--- config.mk ---
export PLATFORM = sky130hd
export DESIGN_NAME = maxpool2x2_stream
export DESIGN_NICKNAME = d
export VERILOG_FILES = /design/src/rtl/maxpool2x2_stream.sv
export SDC_FILE = /design/constraint.sdc
export NUM_CORES = 1
export LEC_CHECK = 0
export ABC_CLOCK_PERIOD_IN_PS = 8650
export BUFFER_PORTS_ARGS = -buffer_cell sky130_fd_sc_hd__buf_2
export CELL_PAD_IN_SITES_DETAIL_PLACEMENT = 2
export CELL_PAD_IN_SITES_GLOBAL_PLACEMENT = 2
export CORE_ASPECT_RATIO = 0.5
export CORE_MARGIN = 10
export CORE_UTILIZATION = 50
export DETAILED_ROUTE_END_ITERATION = 10
export PLACE_DENSITY_LB_ADDON = 0.2
export SLEW_MARGIN = 20
export SYNTH_ARGS = -nofsm -noshare
export SYNTH_HDL_FRONTEND = slang
export SYNTH_SLANG_ARGS = --single-unit
--- constraint.sdc ---
create_clock -name iCLK -period 8.65 [get_ports iCLK]
set_input_delay 0.865 -clock iCLK [delete_from_list [all_inputs] [get_ports iCLK]]
set_output_delay 0.865 -clock iCLK [all_outputs]
set_load 0.02 [all_outputs]
--- src/rtl/maxpool2x2_stream.sv ---
// Streaming 2x2 stride-2 max-pool over raster-order pixels.
// Only the even-row horizontal pair maxima are kept, in a half-line buffer.
`timescale 1ns/1ps
module maxpool2x2_stream #(
    parameter int DW     = 8,
    parameter int IMG_W  = 30,
    parameter int IMG_H  = 30,
    parameter int CW     = 5,
    parameter int RW     = 5,
    parameter int SIGNED = 0
) (
    input  logic          iCLK,
    input  logic          iRSTn,
    input  logic          iCLR,
    input  logic          iVALID,
    input  logic [DW-1:0] iDATA,
    output logic          oVALID,
    output logic [DW-1:0] oDATA,
    output logic          oEOF
);

    localparam int HW = IMG_W / 2;
    localparam int IW = (CW > 1) ? CW - 1 : 1;
    localparam logic [CW-1:0] COL_LAST = CW'(IMG_W - 1);
    localparam logic [RW-1:0] ROW_LAST = RW'(IMG_H - 1);

    generate
        if ((IMG_W % 2) != 0 || (IMG_H % 2) != 0 || IMG_W < 2 || IMG_H < 2
            || (1 << CW) < IMG_W || (1 << RW) < IMG_H) begin : gBadParam
            $error("maxpool2x2_stream: bad image size or counter width");
        end
    endgenerate

    logic [CW-1:0] col;
    logic [RW-1:0] row;
    logic [DW-1:0] hreg;
    logic [DW-1:0] lbuf [HW];
    logic [DW-1:0] hmax;
    logic [DW-1:0] vmax;
    logic [IW-1:0] idx;
    logic          colLast;
    logic          rowLast;
    logic          oddCol;
    logic          oddRow;
    logic          accept;

    function automatic logic [DW-1:0] pmax(input logic [DW-1:0] a,
                                           input logic [DW-1:0] b);
        logic gt;
        if (SIGNED != 0) gt = $signed(a) > $signed(b);
        else             gt = a > b;
        return gt ? a : b;
    endfunction

    assign colLast = (col == COL_LAST);
    assign rowLast = (row == ROW_LAST);
    assign oddCol  = col[0];
    assign oddRow  = row[0];
    assign idx     = IW'(col >> 1);
    assign accept  = iVALID && !iCLR;
    assign hmax    = pmax(hreg, iDATA);
    assign vmax    = pmax(hmax, lbuf[idx]);

    always_ff @(posedge iCLK or negedge iRSTn) begin
        if (!iRSTn) begin
            col    <= '0;
            row    <= '0;
            hreg   <= '0;
            oVALID <= 1'b0;
            oDATA  <= '0;
            oEOF   <= 1'b0;
        end else if (iCLR) begin
            col    <= '0;
            row    <= '0;
            hreg   <= '0;
            oVALID <= 1'b0;
            oEOF   <= 1'b0;
        end else begin
            oVALID <= 1'b0;
            oEOF   <= 1'b0;
            if (iVALID) begin
                if (!oddCol) hreg <= iDATA;
                if (oddCol && oddRow) begin
                    oVALID <= 1'b1;
                    oDATA  <= vmax;
                    oEOF   <= rowLast && colLast;
                end
                if (colLast) begin
                    col <= '0;
                    row <= rowLast ? '0 : row + 1'b1;
                end else begin
                    col <= col + 1'b1;
                end
            end
        end
    end

    // Line buffer holds data only; its contents need no reset.
    always_ff @(posedge iCLK) begin
        if (accept && oddCol && !oddRow) lbuf[idx] <= hmax;
    end

endmodule

==> results of run 1 <==
[cells by family after synthesis]
logic type	after synthesis	synth area share, %
buffers and inverters	34	3.02
muxes	41	11.4
and+or+nand+nor	103	7.53
AOI/OAI and AO/OA	68	8.20
adders and majority gates	20	3.82
xor gates and xnor gates	2	0.268
DFF	148	65.7
[metrics by stage]
step	hold slack [ps]	cells	setup WS, ps	cell area, um2
3_3_place_gp	472	591	4400	6760
2_1_floorplan	450	416	4660	6550
==> results.md, run 1 <==
- Row cnt: 29
- Yosys warns: 0
- I/O pin cnt: 22
- Asr flop ratio synth: 18.9%
- Initial core utilization: 51.4%
- Commonest cells post-synth: edfxtp_1 (120), nand2_1 (35), dfrtp_1 (28)
- Post-synthesis sequential area ratio: approximately two thirds
- GPL Wtd Cong: 0.859
- Ys flop type: edfxtp_1
- Synth area leader: edfxtp_1
- Yosys cell types: slightly above 50
- Mapped Nets: about 450
- Seq cells post-synth: 148
- Synth Cell Area: 6550 um2
- Stop Error: [ERROR DPL-0033] detailed placement checks failed during check placement.
- Most common cell in the synthesized netlist: edfxtp_1
- Stopped at: detailed placement (3_5_place_dp)
- Buffers on Ports: 21
- Number of synthesized flops with an enable pin: 120
- Top post-synthesis cells by area: edfxtp_1 (55%), dfrtp_1 (11%), mux4_2 (5.5%)
- Syn Area/Cell: 15.7 um2
- Status: stopped before the end
- Syn Inst Count: 416
- HPWL after detailed placement: 13400 um
- Height of the die: around 100 um
- Die Span X: 182 um
- Top cell type's share of synthesized area: about 55%
==> run 2, diff against run 1 <==
--- a/config.mk
+++ b/config.mk
@@ -7,13 +7,10 @@
 export LEC_CHECK = 0
 export ABC_CLOCK_PERIOD_IN_PS = 8650
 export BUFFER_PORTS_ARGS = -buffer_cell sky130_fd_sc_hd__buf_2
-export CELL_PAD_IN_SITES_DETAIL_PLACEMENT = 2
-export CELL_PAD_IN_SITES_GLOBAL_PLACEMENT = 2
-export CORE_ASPECT_RATIO = 0.5
 export CORE_MARGIN = 10
-export CORE_UTILIZATION = 50
+export CORE_UTILIZATION = 40
 export DETAILED_ROUTE_END_ITERATION = 10
-export PLACE_DENSITY_LB_ADDON = 0.2
+export PLACE_DENSITY_LB_ADDON = 0.15
 export SLEW_MARGIN = 20
 export SYNTH_ARGS = -nofsm -noshare
 export SYNTH_HDL_FRONTEND = slang
==> run 2 against run 1 <==
Against the previous run:
- the run now ends clean
- area after synthesis unchanged
- synthesized cell count unchanged
==> results.md, run 2 <==
- Drc violations: 0
- Biggest register: lbuf
- Row cnt: 46
- Post-synthesis adder-cell area fraction: 3.82%
- Metal3 WL: approximately 600 um
- Critical Path Source Type: input port
- Post-CTS Setup Inserts: 0
- Final setup skew: 11.3 ps
- Post-synthesis sequential area ratio: between 60% and 70%
- Mux cell area share after synthesis: a little under an eighth
- Metal2 WL: just under 7000 um
- Area grow syn2layout: 13.0%
- Fraction of layout cells with a size suffix above 1: 21.6%
- Syn Area/Cell: 15.7 um2
- Initial core utilization: roughly 41%
- Worst EP arrival: roughly 4200 ps
- Clk sinks: roughly 150
- Drt wl/cell: about 21 um
- Initial drt markers: about 210
- Post-DRT Antenna Nets: 0
- Vias in the first global route: 3692
- Number of synthesized flops with an enable pin: 120
- I/O pin cnt: 22
- Die Span X: 148 um
- HPWL after detailed placement: approximately 9000 um
- Simple-Gate Fraction of Synth Area: around 7.5%
- Antenna diodes: 0
- M1 WL: around 6600 um
- Htree depth: 4
- Synth area leader: edfxtp_1
- Worst-path clk slew: 60 ps
- Slew at the pin closest to its max-slew limit: 1110 ps
- Relative slew margins: 26.0%
- Top sig layer: met4
- Most common cell in the synthesized netlist: edfxtp_1
- First-pass GRT wire length: 22000 um
- Status: finished, final reports clean
- Mapped Nets: around 450
- Die area: 21900 um2
- CTS Buffer Depth: 2
- Period minus WS final: 3940 ps
- Asr flop ratio synth: 18.9%
- Compound-Gate Fraction of Synth Area: 8.20%
- Nets@finish: approximately 470
- Overflow after GRT: 0
- Height of the die: 148 um
- Initial antenna violation count: 0
- Post-layout power: 1.69 mW
- WS Path Type: in -> reg
- Synth Cell Area: ~6500 um2
- Worst hold path type: in -> async
- Buffers on Ports: 21
- Setup TNS Final: 0 ps
- Largest family of logic cells by synthesized area: multiplexers
- Top post-synthesis cells by area: edfxtp_1 (55%), dfrtp_1 (11%), mux4_2 (5.5%)
- Final Hold Vio Count: 0
- Syn Inst Count: 416
- Max-cap violation count: 0
- Tcrit/Tclk final: 45.6%
- Max-slew violations: 0
- Max Fclk: about 250 MHz
- Router iterations before antenna repair: 4
- Top flop regs: lbuf (120), hreg (8), oDATA (8)
- Max IR drop VDD: 0.000129 V
- Leak pwr: 2.65 nW
- Setup repair after global routing missed its margin: false
- GPL Wtd Cong: 0.768
- CTS root buf: clkbuf_16
- Yosys warns: 0
- Power Density: 228 nW/um2
- Setup crit end kind: flop
- Final cell count without fillers: roughly 670
- Area of the core: roughly 16000 um2
- Yosys cell types: 51
- Finish-stage setup viols: 0
- Commonest cells post-synth: edfxtp_1 (120), nand2_1 (35), dfrtp_1 (28)
- Drt total wl: 14200 um
- Hold_buf cts: 0
- Clock buffer count from CTS: 17
- Most frequent cells in the layout: edfxtp_1 (120), nand2_1 (35), dfrtp_1 (27)
- Largest net degree at the start of global routing: 50
- Crit-path max FO: 17
- Critical Path RT: 8940 ps
- Xor and xnor fraction of the mapped netlist area: 0.267%
- Worst skew pair latency: 420 ps
- Commonest non-fill, non-tap cell in the layout: edfxtp_1
- Top cell type's share of synthesized area: 55.0%
- Placed insts: 633
- CTS tree: built
- Max reg flops: 120
- All-layer global routing usage: 13.5%
- Ys flop type: edfxtp_1
- Drt via density: 5.45
- DR vias: 3623
- Seq cells post-synth: 148
- Post_cts resized: 0
## run 2: cell counts after synthesis
No cell type changed its count.
## run 2: through the flow
| step | setup slack (ps) | hold WS, ps | instance area, um2 | utilization, % |
|---|---|---|---|---|
| after floorplan | 4660 | 450 | 6550 | - |
| after global placement | 4410 | 476 | 6810 | 42.7 |
| after detailed placement | 4290 | 485 | 6810 | 42.7 |
| after CTS | 4730 | 493 | 7400 | 46.4 |
| after global routing | 4490 | 509 | 7400 | 46.4 |
| final | 4710 | 483 | 7400 | 46.4 |
## run 2: path summary, 6_finish.rpt
check / slack, ps / cells after the start / start / endpoint
setup / recovery: 4710 / 14 / iDATA[1] / oDATA[6]
hold / removal: 480 / 1 / iRSTn / hreg[6]
setup reg to reg: 4910 / 12 / hreg[1] / oDATA[6]
hold reg to reg: 490 / 1 / row[4] / row[4]
max in group asynchronous: 7690 / 1 / iRSTn / col[1]
min in group iCLK: 490 / 1 / row[4] / row[4]
## run 2: metal layers
layer / global-route usage [%] / vias to the layer above
li1: - / 1665
met1: 18.4 / 1870
met2: 20.6 / 75
met3: 3.24 / 13
met4: 4.36 / 0
met5: 0 / -
## run 2: layout make-up
cell class | instances | area, um2
clock buffer | 19 | 443
clock inverter | 13 | 149
fill | 1414 | 8540
inverter | 12 | 45.0
multi-input combinational | 234 | 2070
sequential | 148 | 4310
tap | 216 | 270
timing repair buffer | 23 | 120
## run 2: critical path, stage by stage
cell,delay (ps)
buf_2,100
inv_1,40
ha_1,290
nor2b_1,130
o211ai_1,170
a21oi_1,100
o22ai_2,380
mux2_2,530
ha_1,390
and4b_1,210
a211oi_2,290
o22ai_4,170
and2_2,270
a221o_1,300
## run 2: where the power goes
part	leakage (nW)	switching (mW)	internal, mW	total (mW)
clock	0.281	0.291	0.437	0.727
combinational	0.917	0.0945	0.0585	0.153
sequential	1.46	0.0120	0.798	0.810
## run 2: kinds of logic after synthesis
| kind of cell | after synthesis |
|---|---|
| buffers and inverters | 34 |
| flip-flops | 148 |
| AO/OA/AOI/OAI | 68 |
| multiplexers | 41 |
| AND/OR/NAND/NOR | 103 |
| XOR/XNOR | 2 |
| adder cells (fa/ha/maj) | 20 |
Note: power is estimated with default switching activity, not from simulation.
